--- src/rtl/layer2_output_stage_if.sv ---
// ---------------------------------------------------------------------------
// layer2_output_stage_if
// Handshake bundle between the layer-2 neuron array, the output stage and
// the readout consumer.
//   in_valid/in_ready/in_bits           : shot vector from the neuron LUTs
//   out_valid/out_ready/out_class/
//   out_popcount                        : voted result to the readout side
// master : environment side (drives the shot vector and out_ready)
// slave  : the output stage itself
// ---------------------------------------------------------------------------
interface layer2_output_stage_if #(
    parameter int N_NEURONS = 16
);
    localparam int PW = $clog2(N_NEURONS + 1);

    logic                 in_valid;
    logic                 in_ready;
    logic [N_NEURONS-1:0] in_bits;
    logic                 out_valid;
    logic                 out_ready;
    logic                 out_class;
    logic [PW-1:0]        out_popcount;

    modport master (
        output in_valid, in_bits, out_ready,
        input  in_ready, out_valid, out_class, out_popcount
    );

    modport slave (
        input  in_valid, in_bits, out_ready,
        output in_ready, out_valid, out_class, out_popcount
    );
endinterface

--- src/rtl/layer2_output_stage.sv ---
// ---------------------------------------------------------------------------
// layer2_output_stage
// Registered stage behind the layer-2 neuron LUTs. Each accepted shot vector
// is popcounted and majority-voted (class = popcount >= THRESH). Saturating
// counters track transferred shots and class-1 shots.
// Pipeline: 2-entry FIFO -> S1 (popcount) -> S2 (popcount + class).
// Ports:
//   clk, rst      : clock, synchronous active-high reset
//   bus (slave)   : input and output valid/ready handshakes
//   clr_counts    : synchronous clear of the statistics counters
//   shot_count    : transferred results, saturating
//   ones_count    : transferred results with class = 1, saturating
// ---------------------------------------------------------------------------
module layer2_output_stage #(
    parameter int N_NEURONS = 16,
    parameter int THRESH    = 8,
    parameter int CNT_W     = 16
) (
    input  logic                  clk,
    input  logic                  rst,
    layer2_output_stage_if.slave  bus,
    input  logic                  clr_counts,
    output logic [CNT_W-1:0]      shot_count,
    output logic [CNT_W-1:0]      ones_count
);
    localparam int PW = $clog2(N_NEURONS + 1);

    function automatic logic [PW-1:0] popcount(input logic [N_NEURONS-1:0] v);
        logic [PW-1:0] c;
        c = '0;
        for (int i = 0; i < N_NEURONS; i++) c = c + PW'(v[i]);
        return c;
    endfunction

    // FIFO state
    logic [1:0][N_NEURONS-1:0] fifo_q, fifo_d;
    logic                      rd_ptr_q, rd_ptr_d;
    logic                      wr_ptr_q, wr_ptr_d;
    logic [1:0]                occ_q, occ_d;

    // S1 / S2
    logic                      s1_vld_q, s1_vld_d;
    logic [PW-1:0]             s1_pc_q, s1_pc_d;
    logic                      s2_vld_q, s2_vld_d;
    logic [PW-1:0]             s2_pc_q, s2_pc_d;
    logic                      s2_cls_q, s2_cls_d;

    // Statistics
    logic [CNT_W-1:0]          shot_q, shot_d;
    logic [CNT_W-1:0]          ones_q, ones_d;

    logic                      in_ready;
    logic                      push, pop, s2_load, xfer;

    // Readiness comes only from the registered occupancy; it is also held
    // low while reset is applied so nothing is taken during reset.
    assign in_ready = !rst && (occ_q != 2'd2);

    always_comb begin
        fifo_d   = fifo_q;
        rd_ptr_d = rd_ptr_q;
        wr_ptr_d = wr_ptr_q;
        occ_d    = occ_q;
        s1_vld_d = s1_vld_q;
        s1_pc_d  = s1_pc_q;
        s2_vld_d = s2_vld_q;
        s2_pc_d  = s2_pc_q;
        s2_cls_d = s2_cls_q;
        shot_d   = shot_q;
        ones_d   = ones_q;

        push    = bus.in_valid && in_ready;
        xfer    = s2_vld_q && bus.out_ready;
        s2_load = s1_vld_q && (!s2_vld_q || bus.out_ready);
        pop     = (occ_q != 2'd0) && (!s1_vld_q || s2_load);

        if (push) begin
            fifo_d[wr_ptr_q] = bus.in_bits;
            wr_ptr_d         = ~wr_ptr_q;
        end
        if (pop) rd_ptr_d = ~rd_ptr_q;

        // push+pop together keeps the occupancy unchanged
        case ({push, pop})
            2'b10:   occ_d = occ_q + 2'd1;
            2'b01:   occ_d = occ_q - 2'd1;
            default: occ_d = occ_q;
        endcase

        // S2 empties on a transfer unless refilled from S1 on the same edge
        if (s2_load) begin
            s2_vld_d = 1'b1;
            s2_pc_d  = s1_pc_q;
            s2_cls_d = (s1_pc_q >= PW'(THRESH));
        end else if (xfer) begin
            s2_vld_d = 1'b0;
        end

        if (pop) begin
            s1_vld_d = 1'b1;
            s1_pc_d  = popcount(fifo_q[rd_ptr_q]);
        end else if (s2_load) begin
            s1_vld_d = 1'b0;
        end

        // clear has priority over a transfer on the same edge
        if (clr_counts) begin
            shot_d = '0;
            ones_d = '0;
        end else if (xfer) begin
            if (shot_q != {CNT_W{1'b1}}) shot_d = shot_q + CNT_W'(1);
            if (s2_cls_q && (ones_q != {CNT_W{1'b1}})) ones_d = ones_q + CNT_W'(1);
        end
    end

    always_ff @(posedge clk) begin
        if (rst) begin
            fifo_q   <= '0;
            rd_ptr_q <= 1'b0;
            wr_ptr_q <= 1'b0;
            occ_q    <= 2'd0;
            s1_vld_q <= 1'b0;
            s1_pc_q  <= '0;
            s2_vld_q <= 1'b0;
            s2_pc_q  <= '0;
            s2_cls_q <= 1'b0;
            shot_q   <= '0;
            ones_q   <= '0;
        end else begin
            fifo_q   <= fifo_d;
            rd_ptr_q <= rd_ptr_d;
            wr_ptr_q <= wr_ptr_d;
            occ_q    <= occ_d;
            s1_vld_q <= s1_vld_d;
            s1_pc_q  <= s1_pc_d;
            s2_vld_q <= s2_vld_d;
            s2_pc_q  <= s2_pc_d;
            s2_cls_q <= s2_cls_d;
            shot_q   <= shot_d;
            ones_q   <= ones_d;
        end
    end

    assign bus.in_ready     = in_ready;
    assign bus.out_valid    = s2_vld_q;
    assign bus.out_class    = s2_cls_q;
    assign bus.out_popcount = s2_pc_q;
    assign shot_count       = shot_q;
    assign ones_count       = ones_q;
endmodule

--- src/flat_wrapper.sv ---
// flat-port wrapper written by rule: the top's interface ports become plain ports
module layer2_output_stage_flat 
#(
    parameter int N_NEURONS = 16,
    parameter int THRESH    = 8,
    parameter int CNT_W     = 16
)
  (clk, rst, clr_counts, shot_count, ones_count, bus_in_valid, bus_in_bits, bus_out_ready, bus_in_ready, bus_out_valid, bus_out_class, bus_out_popcount);
  layer2_output_stage_if #(.N_NEURONS(N_NEURONS)) bus_i ();
  input  logic clk;
  input  logic rst;
  input  logic clr_counts;
  output logic [CNT_W-1:0] shot_count;
  output logic [CNT_W-1:0] ones_count;
  input wire logic [$bits(bus_i.in_valid)-1:0] bus_in_valid;
  input wire logic [$bits(bus_i.in_bits)-1:0] bus_in_bits;
  input wire logic [$bits(bus_i.out_ready)-1:0] bus_out_ready;
  output wire logic [$bits(bus_i.in_ready)-1:0] bus_in_ready;
  output wire logic [$bits(bus_i.out_valid)-1:0] bus_out_valid;
  output wire logic [$bits(bus_i.out_class)-1:0] bus_out_class;
  output wire logic [$bits(bus_i.out_popcount)-1:0] bus_out_popcount;
  assign bus_i.in_valid = bus_in_valid;
  assign bus_i.in_bits = bus_in_bits;
  assign bus_i.out_ready = bus_out_ready;
  assign bus_in_ready = bus_i.in_ready;
  assign bus_out_valid = bus_i.out_valid;
  assign bus_out_class = bus_i.out_class;
  assign bus_out_popcount = bus_i.out_popcount;
  layer2_output_stage #(.N_NEURONS(N_NEURONS), .THRESH(THRESH), .CNT_W(CNT_W)) u_core (.clk(clk), .rst(rst), .bus(bus_i), .clr_counts(clr_counts), .shot_count(shot_count), .ones_count(ones_count));
endmodule
--- config.mk ---
export PLATFORM = sky130hd
export DESIGN_NAME = layer2_output_stage_flat
export DESIGN_NICKNAME = d
export VERILOG_FILES = /design/src/rtl/layer2_output_stage_if.sv /design/src/rtl/layer2_output_stage.sv /design/src/flat_wrapper.sv
export SDC_FILE = /design/constraint.sdc
export NUM_CORES = 1
export LEC_CHECK = 0
export CORE_MARGIN = 2
export CORE_UTILIZATION = 50
export CTS_CLUSTER_DIAMETER = 30
export DETAILED_ROUTE_END_ITERATION = 12
export GPL_ROUTABILITY_DRIVEN = 0
export PLACE_DENSITY = 0.81
export SYNTH_ARGS = -nofsm -noshare
export SYNTH_HDL_FRONTEND = slang
export SYNTH_SLANG_ARGS = --single-unit
export TNS_END_PERCENT = 50
--- constraint.sdc ---
create_clock -name clk -period 7.3 [get_ports clk]
set_clock_uncertainty 0.05 [all_clocks]
set_input_delay 1.46 -clock clk [delete_from_list [all_inputs] [get_ports clk]]
set_output_delay 1.46 -clock clk [all_outputs]
set_load 0.05 [all_outputs]
==> results of run 1 <==
## path summary, 6_finish.rpt
kind	from	slack (ns)	depth (start not counted)	endpoint
max reg2reg	u_core.rd_ptr_q	2.02	13	u_core.s1_pc_q[4]
min	u_core.bus.out_popcount[4]	0.45	2	u_core.bus.out_popcount[4]
max	u_core.rd_ptr_q	2.02	13	u_core.s1_pc_q[4]
min reg2reg	u_core.bus.out_popcount[4]	0.45	2	u_core.bus.out_popcount[4]
## cell type report
cell class / instances / area share
timing repair buffer: 60 / 0.122
sequential: 81 / 0.332
inverter: 15 / 0.0115
clock buffer: 12 / 0.0318
tap: 102 / 0.0262
clock inverter: 4 / 0.0154
multi-input combinational: 307 / 0.460
## per-stage QoR
stage / hold slack, ns / setup WS (ns) / instance area (um2) / power (mW) / utilization
finish: 0.447 / 2.02 / 4880 / 1.14 / 0.628
global route: 0.478 / 1.81 / 4880 / 1.21 / 0.628
global placement: 0.419 / 2.18 / 4650 / 0.772 / 0.598
floorplan: 0.406 / 2.56 / 4020 / 0.720 / -
detailed placement: 0.431 / 2.04 / 4650 / 0.785 / 0.598
CTS: 0.453 / 2.01 / 4880 / 1.16 / 0.628
## metal layers
layer	up-vias	wire, um	share of wire
met1	1598	3660	0.44
li1	1642	-	-
met2	103	4200	0.50
met4	0	99	0.012
met5	-	0	0
met3	10	445	0.053
## registers in the layout, summed over array words and instances (netlist names)
name / flops
u_core.bus.out_class: 1
u_core.s1_pc_q: 5
u_core.rd_ptr_q: 1
u_core.s1_vld_q: 1
u_core.wr_ptr_q: 1
u_core.ones_count: 16
u_core.fifo_q: 32
u_core.bus.out_valid: 1
u_core.bus.out_popcount: 5
u_core.shot_count: 16
u_core.occ_q: 2
## logic make-up (layout without fill, tap and decap cells)
logic type,after synthesis,after routing
and+or+nand+nor,160,160
DFF,81,81
AOI/OAI and AO/OA,62,62
muxes,58,58
buffers and inverters,38,91
adders and majority gates,18,18
xor gates and xnor gates,9,9
## power breakdown
part | internal [mW] | switching [mW] | leakage [nW]
combinational | 0.120 | 0.143 | 1.16
sequential | 0.473 | 0.0359 | 0.656
clock | 0.211 | 0.158 | 0.109
## cell usage after synthesis, drive strengths merged, types with 2 or more instances
library cell | count | area (um2)
dfxtp | 81 | 1620
a31o | 3 | 26.3
or4 | 13 | 97.6
xnor2 | 6 | 52.6
nand2b | 3 | 18.8
nor4 | 6 | 43.8
o21ai | 3 | 15.0
nor2b | 2 | 12.5
a41o | 4 | 40.0
o211ai | 5 | 37.5
mux2i | 50 | 500
a21oi | 18 | 93.8
a21o | 2 | 15.0
nor3 | 4 | 20.0
fa | 10 | 200
ha | 8 | 100
a31oi | 6 | 37.5
a211oi | 4 | 30.0
xor2 | 3 | 26.3
buf | 9 | 42.5
mux2 | 8 | 90.1
nand4 | 11 | 83.8
and2 | 3 | 18.8
or2 | 4 | 25.0
and3 | 5 | 31.3
clkbuf | 14 | 52.6
nand3 | 15 | 75.1
inv | 15 | 56.3
o31ai | 11 | 82.6
and4 | 6 | 52.6
or3 | 9 | 56.3
nor2 | 58 | 218
nand2 | 18 | 67.6
## worst max-delay path, cell delays in order, from the launching register on
cell and delay (ns):
dfxtp_1 0.89, mux2_2 0.41, ha_1 0.32, fa_1 0.51
fa_1 0.52, fa_1 0.54, inv_1 0.05, fa_1 0.53
inv_1 0.06, fa_1 0.45, fa_1 0.41, a21o_1 0.19
nand3_1 0.09, a21oi_1 0.07
## cell usage in the layout, fill, tap and decap left out, types with 8 or more instances in the layout
| cell type | instances |
|---|---|
| a21oi_1 | 17 |
| clkbuf_8 | 11 |
| clkdlybuf4s50_1 | 59 |
| dfxtp_1 | 81 |
| fa_1 | 10 |
| ha_1 | 8 |
| inv_1 | 15 |
| mux2_2 | 8 |
| mux2i_1 | 50 |
| nand2_1 | 18 |
| nand3_1 | 15 |
| nand4_1 | 10 |
| nor2_1 | 58 |
| o31ai_1 | 11 |
| or3_1 | 9 |
| or4_1 | 13 |
==> results.toml, run 1 <==
[global_routing]
grt_usage = 0.200
grt_max_degree = 56
overflow = 0
met1_usage = 0.238
grt_pass1_wl_mm = 14.1
use_met2 = 0.354
grt.busiest_layer = "met2"
antenna_found_initial = 0
use_met3 = 0.0474
grt_pass1_vias = 3202

[synth]
synth_area_per_cell_um2 = 9.43
synth-edff-count = 0
async_reset_ff_frac = 0
synthMuxAreaShare = 0.147
syn_inst = 426
synth_adder_area_share = 0.0747
yosysUniqueCellTypes = 48
syn_nets = 465
synth-xor-area-share = 0.0196
synth_seq_cells = 81
synth_seq_area_share = 0.403
syn_area_mm2 = 0.00402
ys.flop_type = "dfxtp_1"
synthSimpleGateAreaFrac = 0.211
synth_top_family_by_area = "simple AND/OR/NAND/NOR gates"
synth_compound_area_frac = 0.107
synth_warnings = 0

[cts]
cts_setup_buffers = 0
clk_pin_slew_ns = 0.08
cts_resized = 0
root_buffer = "clkbuf_8"
clock_latency_ns = 0.35
htree_levels = 3
ctsHoldBuffers = 0
cts_buffer_depth = 2
cts_tree = "done"
numCtsBuffers = 9
clock_sinks = 81

[timing]
setup_violations = 0
slew_headroom = 0.223
fmax_mhz = 189
drv_slew = 0
rsz0062_at_grt = "no"
finalCritPeriodShare = 0.724
period_minus_slack_ns = 5.28
hold_viol_final = 0
worst_pin_slew_ns = 1.16
fin_tns_setup_ns = 0

[placed_design]
port_buffers = 60
dp_hpwl_mm = 6.00
post-place-cells = 565

[cells_and_area]
multiInputGateArea_mm2 = 0.00225
layout-drive-gt1-share = 0.0689
diodes = 0
fin_nets = 513
seq_area_mm2 = 0.00162
n_fill_cell = 683
fin_cells = 581
syn_to_final_growth_pct = 21.4

[power]
leakage_nw = 1.93
peakVddDrop_mv = 0.158
p_per_area_mw_per_mm2 = 234

[flow_run]
max_cap_violations = 0

[route]
route.vias.total = 3353
final_antenna_net_count = 0
drtPass1Iterations = 4
drt_wl_total_mm = 8.40
drcViolationCount = 0
wl_per_cell_um = 14.5
via_per_inst = 5.77
drt_iter0_drc = 147

[worst_setup_path]
crit_type = "reg2reg"
crit_arrival_ns = 5.42
worstPathMaxFanout = 17
cp_data_required_time_ns = 7.44
cp-end-kind = "register"
startpoint_type = "register"

[floorplanning]
start_util = 0.517
dieArea_mm2 = 0.00877
rows = 32
die_x_um = 93.7
io_pins = 61
core_area_mm2 = 0.00777
fp.dieH_um = 93.7

[status]
run_status = "completed"

[min_path]
min_path_type = "reg2reg"
Power figures use the tool's default switching activity.
==> inputs of run 2 (changes only) <==
==> constraint.sdc (replaced) <==
create_clock -name clk -period 5.15 [get_ports clk]
set_clock_uncertainty 0.05 [all_clocks]
set_input_delay 1.03 -clock clk [delete_from_list [all_inputs] [get_ports clk]]
set_output_delay 1.03 -clock clk [all_outputs]
set_load 0.05 [all_outputs]
==> results.toml, run 2 (same netlist as run 1, synthesis figures left out) <==
[worst_setup_path]
crit_arrival_ns = 4.80
startpoint_type = "register"
cp_data_required_time_ns = 5.31
worstPathMaxFanout = 3
cp-end-kind = "register"
crit_type = "reg2reg"

[cells_and_area]
syn_to_final_growth_pct = 22.1
seq_area_mm2 = 0.00162
final_common_cell = "dfxtp_1"
fin_nets = 515
multiInputGateArea_mm2 = 0.00225
n_fill_cell = 656
diodes = 0
layout-drive-gt1-share = 0.0728
most-common-layout-cells = "81 x dfxtp_1, 59 x clkdlybuf4s50_1, 58 x nor2_1"
largest_register_ffs = 32
regMostFlops = "u_core.fifo_q"
final_core_util = 0.632

[placed_design]
dp_hpwl_mm = 6.16
pre_cts_ws_ns = 0.499
port_buffers = 60

[min_path]
min_path_type = "reg2reg"

[route]
route.vias.total = 3364
via_per_inst = 5.77
final_antenna_net_count = 0
drt_wl_total_mm = 8.69
wl_per_cell_um = 14.9
drcViolationCount = 0
drtPass1Iterations = 4
drt_iter0_drc = 155

[cts]
htree_levels = 3
cts_resized = 0
cts_buffer_depth = 2
cts_tree = "done"
root_buffer = "clkbuf_8"
clock_sinks = 81
ctsHoldBuffers = 0
clock_latency_ns = 0.35
cts_setup_buffers = 0
numCtsBuffers = 9
clk_pin_slew_ns = 0.08

[timing]
finalCritPeriodShare = 0.902
fin_tns_setup_ns = 0
slew_headroom = 0.196
hold_viol_final = 0
setup_ws_ns = 0.504
worst_pin_slew_ns = 1.20
period_minus_slack_ns = 4.65
rsz0062_at_grt = "no"
fmax_mhz = 215
setup_violations = 0
drv_slew = 0

[floorplanning]
fp.dieH_um = 93.7
dieArea_mm2 = 0.00877
io_pins = 61
die_x_um = 93.7
rows = 32
start_util = 0.517
core_area_mm2 = 0.00777

[global_routing]
overflow = 0
grt_pass1_vias = 3222
grt_pass1_wl_mm = 14.7
grt_max_degree = 55
grt_usage = 0.208
antenna_found_initial = 0

[power]
leakage_nw = 1.95
peakVddDrop_mv = 0.255
p_per_area_mw_per_mm2 = 339

[flow_run]
max_cap_violations = 0

[status]
run_status = "completed"
[run 2: through the flow]
step	std cells	total power, mW	cell area (um2)	hold WS, ns
finish	583	1.66	4910	0.450
floorplan	426	1.02	4020	0.406
CTS	583	1.68	4910	0.450
global route	583	1.75	4910	0.468
detailed placement	567	1.12	4660	0.429
global placement	567	1.10	4660	0.421
[run 2: area by class of cell]
class                           instances  area share
Inverter                               15      0.0115
Clock buffer                           11      0.0288
Timing Repair Buffer                   62       0.124
Multi-Input combinational cell        307       0.458
Sequential cell                        81       0.331
Tap cell                              102      0.0260
Clock inverter                          5      0.0209
[run 2: power by group]
group | internal, mW | switching [mW] | leakage (nW)
clock | 0.335 | 0.222 | 0.120
combinational | 0.174 | 0.226 | 1.17
sequential | 0.670 | 0.0361 | 0.656
total | 1.18 | 0.485 | 1.95
[run 2: final timing paths]
check | start | to | slack, ns | cells after the start
hold / removal | u_core.s1_vld_q | u_core.s1_vld_q | 0.45 | 2
hold reg to reg | u_core.s1_vld_q | u_core.s1_vld_q | 0.45 | 2
setup reg to reg | u_core.rd_ptr_q | u_core.s1_pc_q[4] | 0.50 | 13
setup / recovery | u_core.rd_ptr_q | u_core.s1_pc_q[4] | 0.50 | 13
[run 2: routing by layer]
| metal | wire (um) | GRT usage |
|---|---|---|
| met4 | 36 | 0.0386 |
| met5 | 0 | 0 |
| met3 | 526 | 0.0546 |
| met2 | 4510 | 0.385 |
| met1 | 3620 | 0.242 |
[run 2: critical path, stage by stage, from the launching register on]
cell and delay [ns]:
dfxtp_1 0.38, mux2_2 0.36, ha_1 0.32, fa_1 0.52, fa_1 0.52, fa_1 0.54, inv_1 0.05, fa_1 0.52
inv_1 0.05, fa_1 0.45, fa_1 0.42, a21o_1 0.20, nand3_1 0.08, a21oi_1 0.06
